==> src/rtl/servo_sched_pkg.sv <==
// Shared types and constants for the servo job scheduler.
// Latency: n/a (types, constants and pure decode functions only).
// Backpressure: n/a.
package servo_sched_pkg;

    typedef enum logic [2:0] {
        ST_IDLE  = 3'd0,
        ST_FETCH = 3'd1,
        ST_SPIN  = 3'd2,
        ST_PUSH  = 3'd3,
        ST_PULL  = 3'd4,
        ST_FAULT = 3'd5
    } sched_state_t;

    // Instruction word layout
    localparam int INSTR_W        = 10;
    localparam int INSTR_MODE     = 9;   // 0 = full sort job, 1 = maintenance
    localparam int INSTR_SPIN_SEL = 8;   // maintenance: 1 = spin only
    localparam int INSTR_DIR      = 7;   // maintenance track move: 1 = push, 0 = pull
    localparam int INSTR_POS_MSB  = 7;
    localparam int INSTR_POS_LSB  = 0;

    localparam logic [1:0] FAULT_NONE = 2'b00;
    localparam logic [1:0] FAULT_SPIN = 2'b01;
    localparam logic [1:0] FAULT_PUSH = 2'b10;
    localparam logic [1:0] FAULT_PULL = 2'b11;

    localparam logic [7:0] TRACK_FWD_DEF = 8'hFF;
    localparam logic [7:0] TRACK_BWD_DEF = 8'h00;

    // Sort jobs chain SPIN -> PUSH -> PULL; maintenance jobs run one motion only.
    function automatic logic is_sort_job(input logic [INSTR_W-1:0] instr);
        return ~instr[INSTR_MODE];
    endfunction

    function automatic sched_state_t first_motion(input logic [INSTR_W-1:0] instr);
        sched_state_t s;
        s = ST_PULL;
        if (!instr[INSTR_MODE] || instr[INSTR_SPIN_SEL]) begin
            s = ST_SPIN;
        end else if (instr[INSTR_DIR]) begin
            s = ST_PUSH;
        end
        return s;
    endfunction

    function automatic logic [1:0] fault_code_for(input sched_state_t s);
        logic [1:0] c;
        case (s)
            ST_SPIN: c = FAULT_SPIN;
            ST_PUSH: c = FAULT_PUSH;
            ST_PULL: c = FAULT_PULL;
            default: c = FAULT_NONE;
        endcase
        return c;
    endfunction

endpackage

==> src/rtl/sched_cmd_fifo.sv <==
// Small synchronous FIFO holding queued servo instructions, with occupancy count and flush.
// Latency: a word pushed at edge N is visible on pop_data after edge N (show-ahead head).
// Backpressure: push ignored when full, pop ignored when empty; the producer must watch count.
// Ports: clk, reset (sync, active-high), flush, push/push_data, pop/pop_data, count.
module sched_cmd_fifo
    import servo_sched_pkg::*;
#(
    parameter int DEPTH = 4,
    parameter int WIDTH = INSTR_W
) (
    input  logic                     clk,
    input  logic                     reset,
    input  logic                     flush,
    input  logic                     push,
    input  logic [WIDTH-1:0]         push_data,
    input  logic                     pop,
    output logic [WIDTH-1:0]         pop_data,
    output logic [$clog2(DEPTH):0]   count
);

    localparam int AW = $clog2(DEPTH);
    localparam int CW = AW + 1;

    logic [WIDTH-1:0] mem [DEPTH];
    logic [AW-1:0]    wr_ptr;
    logic [AW-1:0]    rd_ptr;
    logic             do_push;
    logic             do_pop;

    assign do_push  = push && (count != CW'(DEPTH));
    assign do_pop   = pop && (count != '0);
    assign pop_data = mem[rd_ptr];

    // Storage has no reset; only the pointers/count define what is valid.
    always_ff @(posedge clk) begin
        if (do_push && !flush) begin
            mem[wr_ptr] <= push_data;
        end
    end

    // DEPTH is a power of two, so the pointers wrap naturally.
    always_ff @(posedge clk) begin
        if (reset || flush) begin
            wr_ptr <= '0;
            rd_ptr <= '0;
            count  <= '0;
        end else begin
            if (do_push) begin
                wr_ptr <= wr_ptr + AW'(1);
            end
            if (do_pop) begin
                rd_ptr <= rd_ptr + AW'(1);
            end
            case ({do_push, do_pop})
                2'b10:   count <= count + CW'(1);
                2'b01:   count <= count - CW'(1);
                default: count <= count;
            endcase
        end
    end

endmodule

==> src/rtl/servo_job_scheduler.sv <==
// Queues 10-bit servo instructions and runs them one at a time on the turntable/track drivers.
// Latency: accept at edge N -> FETCH after N+1 -> motion outputs after N+2; plant events add 2 sync cycles.
// Backpressure: cmd_ready low when the queue is full or a fault is latched; held commands are not lost.
// Ports: cmd_valid/cmd_data/cmd_ready instruction input; colour_correct/extended/retracted async plant
//        events; fault_clear; turntable_en/pos, track_en/pos driver controls; busy, job_done, fault,
//        fault_code, queue_count status.
module servo_job_scheduler
    import servo_sched_pkg::*;
#(
    parameter int         DEPTH          = 4,
    parameter int         TIMEOUT_CYCLES = 50_000_000,
    parameter logic [7:0] TRACK_FWD      = TRACK_FWD_DEF,
    parameter logic [7:0] TRACK_BWD      = TRACK_BWD_DEF
) (
    input  logic                   clk,
    input  logic                   reset,
    input  logic                   cmd_valid,
    input  logic [INSTR_W-1:0]     cmd_data,
    output logic                   cmd_ready,
    input  logic                   colour_correct,
    input  logic                   extended,
    input  logic                   retracted,
    input  logic                   fault_clear,
    output logic                   turntable_en,
    output logic [7:0]             turntable_pos,
    output logic                   track_en,
    output logic [7:0]             track_pos,
    output logic                   busy,
    output logic                   job_done,
    output logic                   fault,
    output logic [1:0]             fault_code,
    output logic [$clog2(DEPTH):0] queue_count
);

    localparam int               CW       = $clog2(DEPTH) + 1;
    localparam int               TW       = $clog2(TIMEOUT_CYCLES + 1);
    localparam logic [TW-1:0]    TMO_LAST = TW'(TIMEOUT_CYCLES - 1);

    // ------------------------------------------------------------------
    // Two-flop synchronisers for the asynchronous plant signals
    // ------------------------------------------------------------------
    logic [1:0] colour_sync;
    logic [1:0] ext_sync;
    logic [1:0] ret_sync;
    logic       colour_s;
    logic       extended_s;
    logic       retracted_s;

    always_ff @(posedge clk) begin
        if (reset) begin
            colour_sync <= '0;
            ext_sync    <= '0;
            ret_sync    <= '0;
        end else begin
            colour_sync <= {colour_sync[0], colour_correct};
            ext_sync    <= {ext_sync[0], extended};
            ret_sync    <= {ret_sync[0], retracted};
        end
    end

    assign colour_s    = colour_sync[1];
    assign extended_s  = ext_sync[1];
    assign retracted_s = ret_sync[1];

    // ------------------------------------------------------------------
    // Command queue
    // ------------------------------------------------------------------
    sched_state_t       state;
    sched_state_t       next_state;
    logic [INSTR_W-1:0] fifo_head;
    logic [CW-1:0]      fifo_count;
    logic               fifo_push;
    logic               fifo_pop;
    logic               fifo_flush;

    assign cmd_ready   = (fifo_count < CW'(DEPTH)) && (state != ST_FAULT);
    assign fifo_push   = cmd_valid && cmd_ready;
    assign fifo_pop    = (state == ST_FETCH);
    assign fifo_flush  = (state == ST_FAULT) && fault_clear;
    assign queue_count = fifo_count;
    assign busy        = (state != ST_IDLE) || (fifo_count != '0);

    sched_cmd_fifo #(
        .DEPTH (DEPTH),
        .WIDTH (INSTR_W)
    ) u_fifo (
        .clk       (clk),
        .reset     (reset),
        .flush     (fifo_flush),
        .push      (fifo_push),
        .push_data (cmd_data),
        .pop       (fifo_pop),
        .pop_data  (fifo_head),
        .count     (fifo_count)
    );

    // ------------------------------------------------------------------
    // Job engine
    // ------------------------------------------------------------------
    logic [INSTR_W-1:0] instr;
    logic [INSTR_W-1:0] instr_next;
    logic [TW-1:0]      tmo_cnt;
    logic               tmo_hit;
    logic               job_end;
    logic               motion;

    logic               turntable_en_d;
    logic [7:0]         turntable_pos_d;
    logic               track_en_d;
    logic [7:0]         track_pos_d;
    logic               fault_d;
    logic [1:0]         fault_code_d;

    assign tmo_hit    = (tmo_cnt == TMO_LAST);
    assign instr_next = (state == ST_FETCH) ? fifo_head : instr;
    assign motion     = (state == ST_SPIN) || (state == ST_PUSH) || (state == ST_PULL);

    // Next-state logic. In every motion state the exit event is tested
    // before the timeout so a simultaneous arrival completes the motion.
    always_comb begin
        next_state = state;
        job_end    = 1'b0;
        case (state)
            ST_IDLE: begin
                if (fifo_count != '0) begin
                    next_state = ST_FETCH;
                end
            end
            ST_FETCH: begin
                next_state = first_motion(fifo_head);
            end
            ST_SPIN: begin
                if (colour_s) begin
                    if (is_sort_job(instr)) begin
                        next_state = ST_PUSH;
                    end else begin
                        next_state = ST_IDLE;
                        job_end    = 1'b1;
                    end
                end else if (tmo_hit) begin
                    next_state = ST_FAULT;
                end
            end
            ST_PUSH: begin
                if (extended_s) begin
                    if (is_sort_job(instr)) begin
                        next_state = ST_PULL;
                    end else begin
                        next_state = ST_IDLE;
                        job_end    = 1'b1;
                    end
                end else if (tmo_hit) begin
                    next_state = ST_FAULT;
                end
            end
            ST_PULL: begin
                if (retracted_s) begin
                    next_state = ST_IDLE;
                    job_end    = 1'b1;
                end else if (tmo_hit) begin
                    next_state = ST_FAULT;
                end
            end
            ST_FAULT: begin
                if (fault_clear) begin
                    next_state = ST_IDLE;
                end
            end
            default: begin
                next_state = ST_IDLE;
            end
        endcase
    end

    // Output decode works on the state being entered, so the registered
    // outputs change on the same edge as the state register.
    always_comb begin
        turntable_en_d  = 1'b0;
        turntable_pos_d = '0;
        track_en_d      = 1'b0;
        track_pos_d     = TRACK_BWD;
        fault_d         = 1'b0;
        fault_code_d    = FAULT_NONE;
        case (next_state)
            ST_SPIN: begin
                turntable_en_d  = 1'b1;
                turntable_pos_d = instr_next[INSTR_POS_MSB:INSTR_POS_LSB];
            end
            ST_PUSH: begin
                track_en_d  = 1'b1;
                track_pos_d = TRACK_FWD;
            end
            ST_PULL: begin
                track_en_d  = 1'b1;
                track_pos_d = TRACK_BWD;
            end
            ST_FAULT: begin
                fault_d      = 1'b1;
                fault_code_d = (state == ST_FAULT) ? fault_code : fault_code_for(state);
            end
            default: begin
            end
        endcase
    end

    // State, instruction, timeout counter and registered outputs
    always_ff @(posedge clk) begin
        if (reset) begin
            state         <= ST_IDLE;
            instr         <= '0;
            tmo_cnt       <= '0;
            turntable_en  <= 1'b0;
            turntable_pos <= '0;
            track_en      <= 1'b0;
            track_pos     <= TRACK_BWD;
            job_done      <= 1'b0;
            fault         <= 1'b0;
            fault_code    <= FAULT_NONE;
        end else begin
            state <= next_state;
            instr <= instr_next;
            // Cleared on every state change, so each motion starts from zero;
            // a motion state always leaves by TMO_LAST, so no saturation needed.
            if (next_state != state) begin
                tmo_cnt <= '0;
            end else if (motion) begin
                tmo_cnt <= tmo_cnt + TW'(1);
            end
            turntable_en  <= turntable_en_d;
            turntable_pos <= turntable_pos_d;
            track_en      <= track_en_d;
            track_pos     <= track_pos_d;
            job_done      <= job_end;
            fault         <= fault_d;
            fault_code    <= fault_code_d;
        end
    end

endmodule

==> config.mk <==
export PLATFORM = sky130hd
export DESIGN_NAME = servo_job_scheduler
export DESIGN_NICKNAME = d
export VERILOG_FILES = /design/src/rtl/servo_sched_pkg.sv /design/src/rtl/sched_cmd_fifo.sv /design/src/rtl/servo_job_scheduler.sv
export SDC_FILE = /design/constraint.sdc
export NUM_CORES = 1
export LEC_CHECK = 0
export CAP_MARGIN = 20
export CORE_UTILIZATION = 60
export DETAILED_ROUTE_END_ITERATION = 8
export GPL_TIMING_DRIVEN = 0
export HOLD_SLACK_MARGIN = 0.12
export PLACE_DENSITY_LB_ADDON = 0.05
export SYNTH_ARGS = -nofsm -noshare
export SYNTH_HDL_FRONTEND = slang
export SYNTH_SLANG_ARGS = --single-unit
==> constraint.sdc <==
create_clock -name clk -period 5.05 [get_ports clk]
set_input_delay 1.2625 -clock clk [delete_from_list [all_inputs] [get_ports clk]]
set_output_delay 1.2625 -clock clk [all_outputs]
set_load 0.02 [all_outputs]
==> reports/results.ini <==
[timing]
setup_violations = 0
rsz0062_at_grt = false
hold_viol = 0
tightest_slew_ns = 0.567
drv_slew = 0
tns_ns = 0
layout_setup_ws_ns = 1.58
fin_crit_sh = 0.687
relSlewSlack = 0.621
skew_ns = 0.0157
hold-worst-slack_ns = 0.456
period_minus_slack_ns = 3.47
fmax_mhz = 288

[logic_synthesis]
synthTopCellsByCount = dfxtp_1 (68), nor2_1 (55), edfxtp_1 (40), nand2_1 (21), xor2_1 (17)
synth_most_common_cell = dfxtp_1
synth_area_leaders = dfxtp_1 (31%), edfxtp_1 (27%), mux4_1 (5.3%), nor2_1 (4.6%), xor2_1 (3.3%)
yosysTopAreaCell = dfxtp_1
yosysWarningCount = 0
synth_seq_cells = 108
yosysUniqueCellTypes = 49
synthArstFlopShare = 0
synth_cells = 384
synth_nets = 408
synth_edf_count = 40
ys_seq_area_frac = 0.574
synth.avg_cell_area_um2 = 11.6
netlist.area_leader.share = 0.305
synth_area_um2 = 4460
synthFlopType = dfxtp_1

[cts]
ctsResizeCount = 0
cts_setup_buffers = 0
clock-root-buffer = clkbuf_8
tritoncts = built
clkLatencyLatePin_ns = 0.37
cts_sinks = 108
cts.clk_slew.worst_paths_ns = 0.11
cts.path.max_buffers = 2
cts.htree.levels = 3
holdBufCountCts = 0
cts_buffers = 9

[setup_path]
critPathTopFamily = buffers and inverters
path_buf_inv = 2
crit_arrival_ns = 2.21
reg2reg_depth = 11
critPathSlowestCell = clkdlybuf4s50_1
regToRegSetupSlack_ns = 2.23
crit_fanout = 10
rr_startpoint = state[2]$_SDFF_PP0_
startpoint = state[2]$_SDFF_PP0_
crit_path_end_kind = output pin
cp_cell_sequence = buf_2 > nor2b_1 > a21oi_1 > clkdlybuf4s50_1
startpoint_type = register
required_ns = 3.79
slowest_delay_ns = 0.69
critical_path_class = register to output pin
reg2reg_to = u_fifo.count[2]$_SDFFE_PP0P_

[route]
drt_wl_total_mm = 7.86
viasPerCell = 5.35
wire_per_inst_um = 14.5
first_pass_iters = 4
drtIter0Drc = 109
detail-route-antenna-nets = 0
vias = 2902
drc_errors = 0

[floorplan]
start_util = 0.619
die_area_um2 = 7790
die_x_um = 88.2
fp.dieH_um = 88.2
ios = 44
rows = 31
core_um2 = 7210

[status]
outcome = finished clean

[min_path]
hold_depth = 1
hold_class = register to register
worst_hold_path.endpoint = colour_sync[1]$_SDFF_PP0_
hold_start = colour_sync[0]$_SDFF_PP0_

[global_routing]
grt_antenna_before_repair = 0
grt_first_pass_wirelength_mm = 12.6
grt_max_degree = 23
grt_pass1_vias = 2686
track_usage = 0.216
gr-total-overflow = 0

[placement]
dp_slack_ns = 1.77
gp_congestion = 0.839
dpl.hpwl_mm = 5.74
port_buffers = 43
place_area_um2 = 5020
dp_cells = 526

[layout]
antenna_cells = 0
drive_above_1_share = 0.108
stdcell_area_um2 = 5230
syn2layout_area_growth_pct = 17.1
postLayoutCoreUtil = 0.724
nets = 462
fin_cells = 542

[power]
seqPwrFrac = 0.466
internal_power_mw = 1.46
power_mw = 2.21
combPwrFrac = 0.290
ir_worst_vdd_mv = 0.270
p_leak_nw = 1.81
clkPwrFrac = 0.244
switching_power_uw = 744
power_density_nw_per_um2 = 423
p_sw_frac = 0.337

[job]
maxCapViolCount = 0

[registers in the layout, summed over array words and instances, names as in the netlist, named ones only]
signal         count
u_fifo.wr_ptr      2
u_fifo.rd_ptr      2
u_fifo.mem        40
colour_sync        2
turntable_en       1
turntable_pos      8
fault              1
ret_sync           2
job_done           1
instr              9
tmo_cnt           26
state              3
track_en           1
fault_code         2
ext_sync           2
u_fifo.count       3
track_pos          1
[metal layers]
metal,vias up,part of all wire,routed length (µm),GRT usage
li1,1454,-,-,-
met1,1374,0.45,3520,0.269
met2,62,0.51,4000,0.373
met3,12,0.031,241,0.0476
met4,0,0.012,98,0.0718
met5,-,0,0,0
[power by group through the flow]
stage / Clock [mW] / Combinational (mW) / Sequential, mW
after global placement: 0 / 0.630 / 1.04
after detailed placement: 0 / 0.643 / 1.05
after global routing: 0.588 / 0.694 / 1.04
final: 0.538 / 0.641 / 1.03
after CTS: 0.550 / 0.645 / 1.03
after floorplan: 0 / 0.439 / 1.06
[layout by cell type (no fill, tap or decap), types with 10 or more instances in the layout]
master           count
dfxtp_1             68
nor2_1              55
clkdlybuf4s50_1     43
edfxtp_1            40
nand2_1             21
xor2_1              17
xnor2_1             13
inv_1               11
a21oi_1             11
nand3_1             11
nor2_2              11
o21ai_0             10
[how the worst max path moves through the flow]
stage / depth (start not counted) / to
final: 4 / cmd_ready
after global placement: 9 / u_fifo.count[2]$_SDFFE_PP0P_
after detailed placement: 9 / u_fifo.count[2]$_SDFFE_PP0P_
after CTS: 4 / cmd_ready
after global routing: 4 / cmd_ready
after floorplan: 8 / u_fifo.count[2]$_SDFFE_PP0P_
[logic make-up (layout without fill, tap and decap cells)]
family,after synthesis,count (layout),synth area share
multiplexers,19,19,0.0782
XOR/XNOR,30,30,0.0589
AO/OA/AOI/OAI,35,35,0.0485
buffers and inverters,30,89,0.0370
flip-flops,108,108,0.574
adder cells (fa/ha/maj),7,7,0.0213
AND/OR/NAND/NOR,155,155,0.182
[final cells by class]
type	instances	area, µm²
Sequential cell	108	2560
Fill cell	552	1990
Multi-Input combinational cell	246	1740
Timing Repair Buffer	43	430
Clock buffer	9	124
Buffer	19	124
Tap cell	99	124
Clock inverter	7	83.8
Inverter	11	41.3
(Power assumes the default switching activity.)
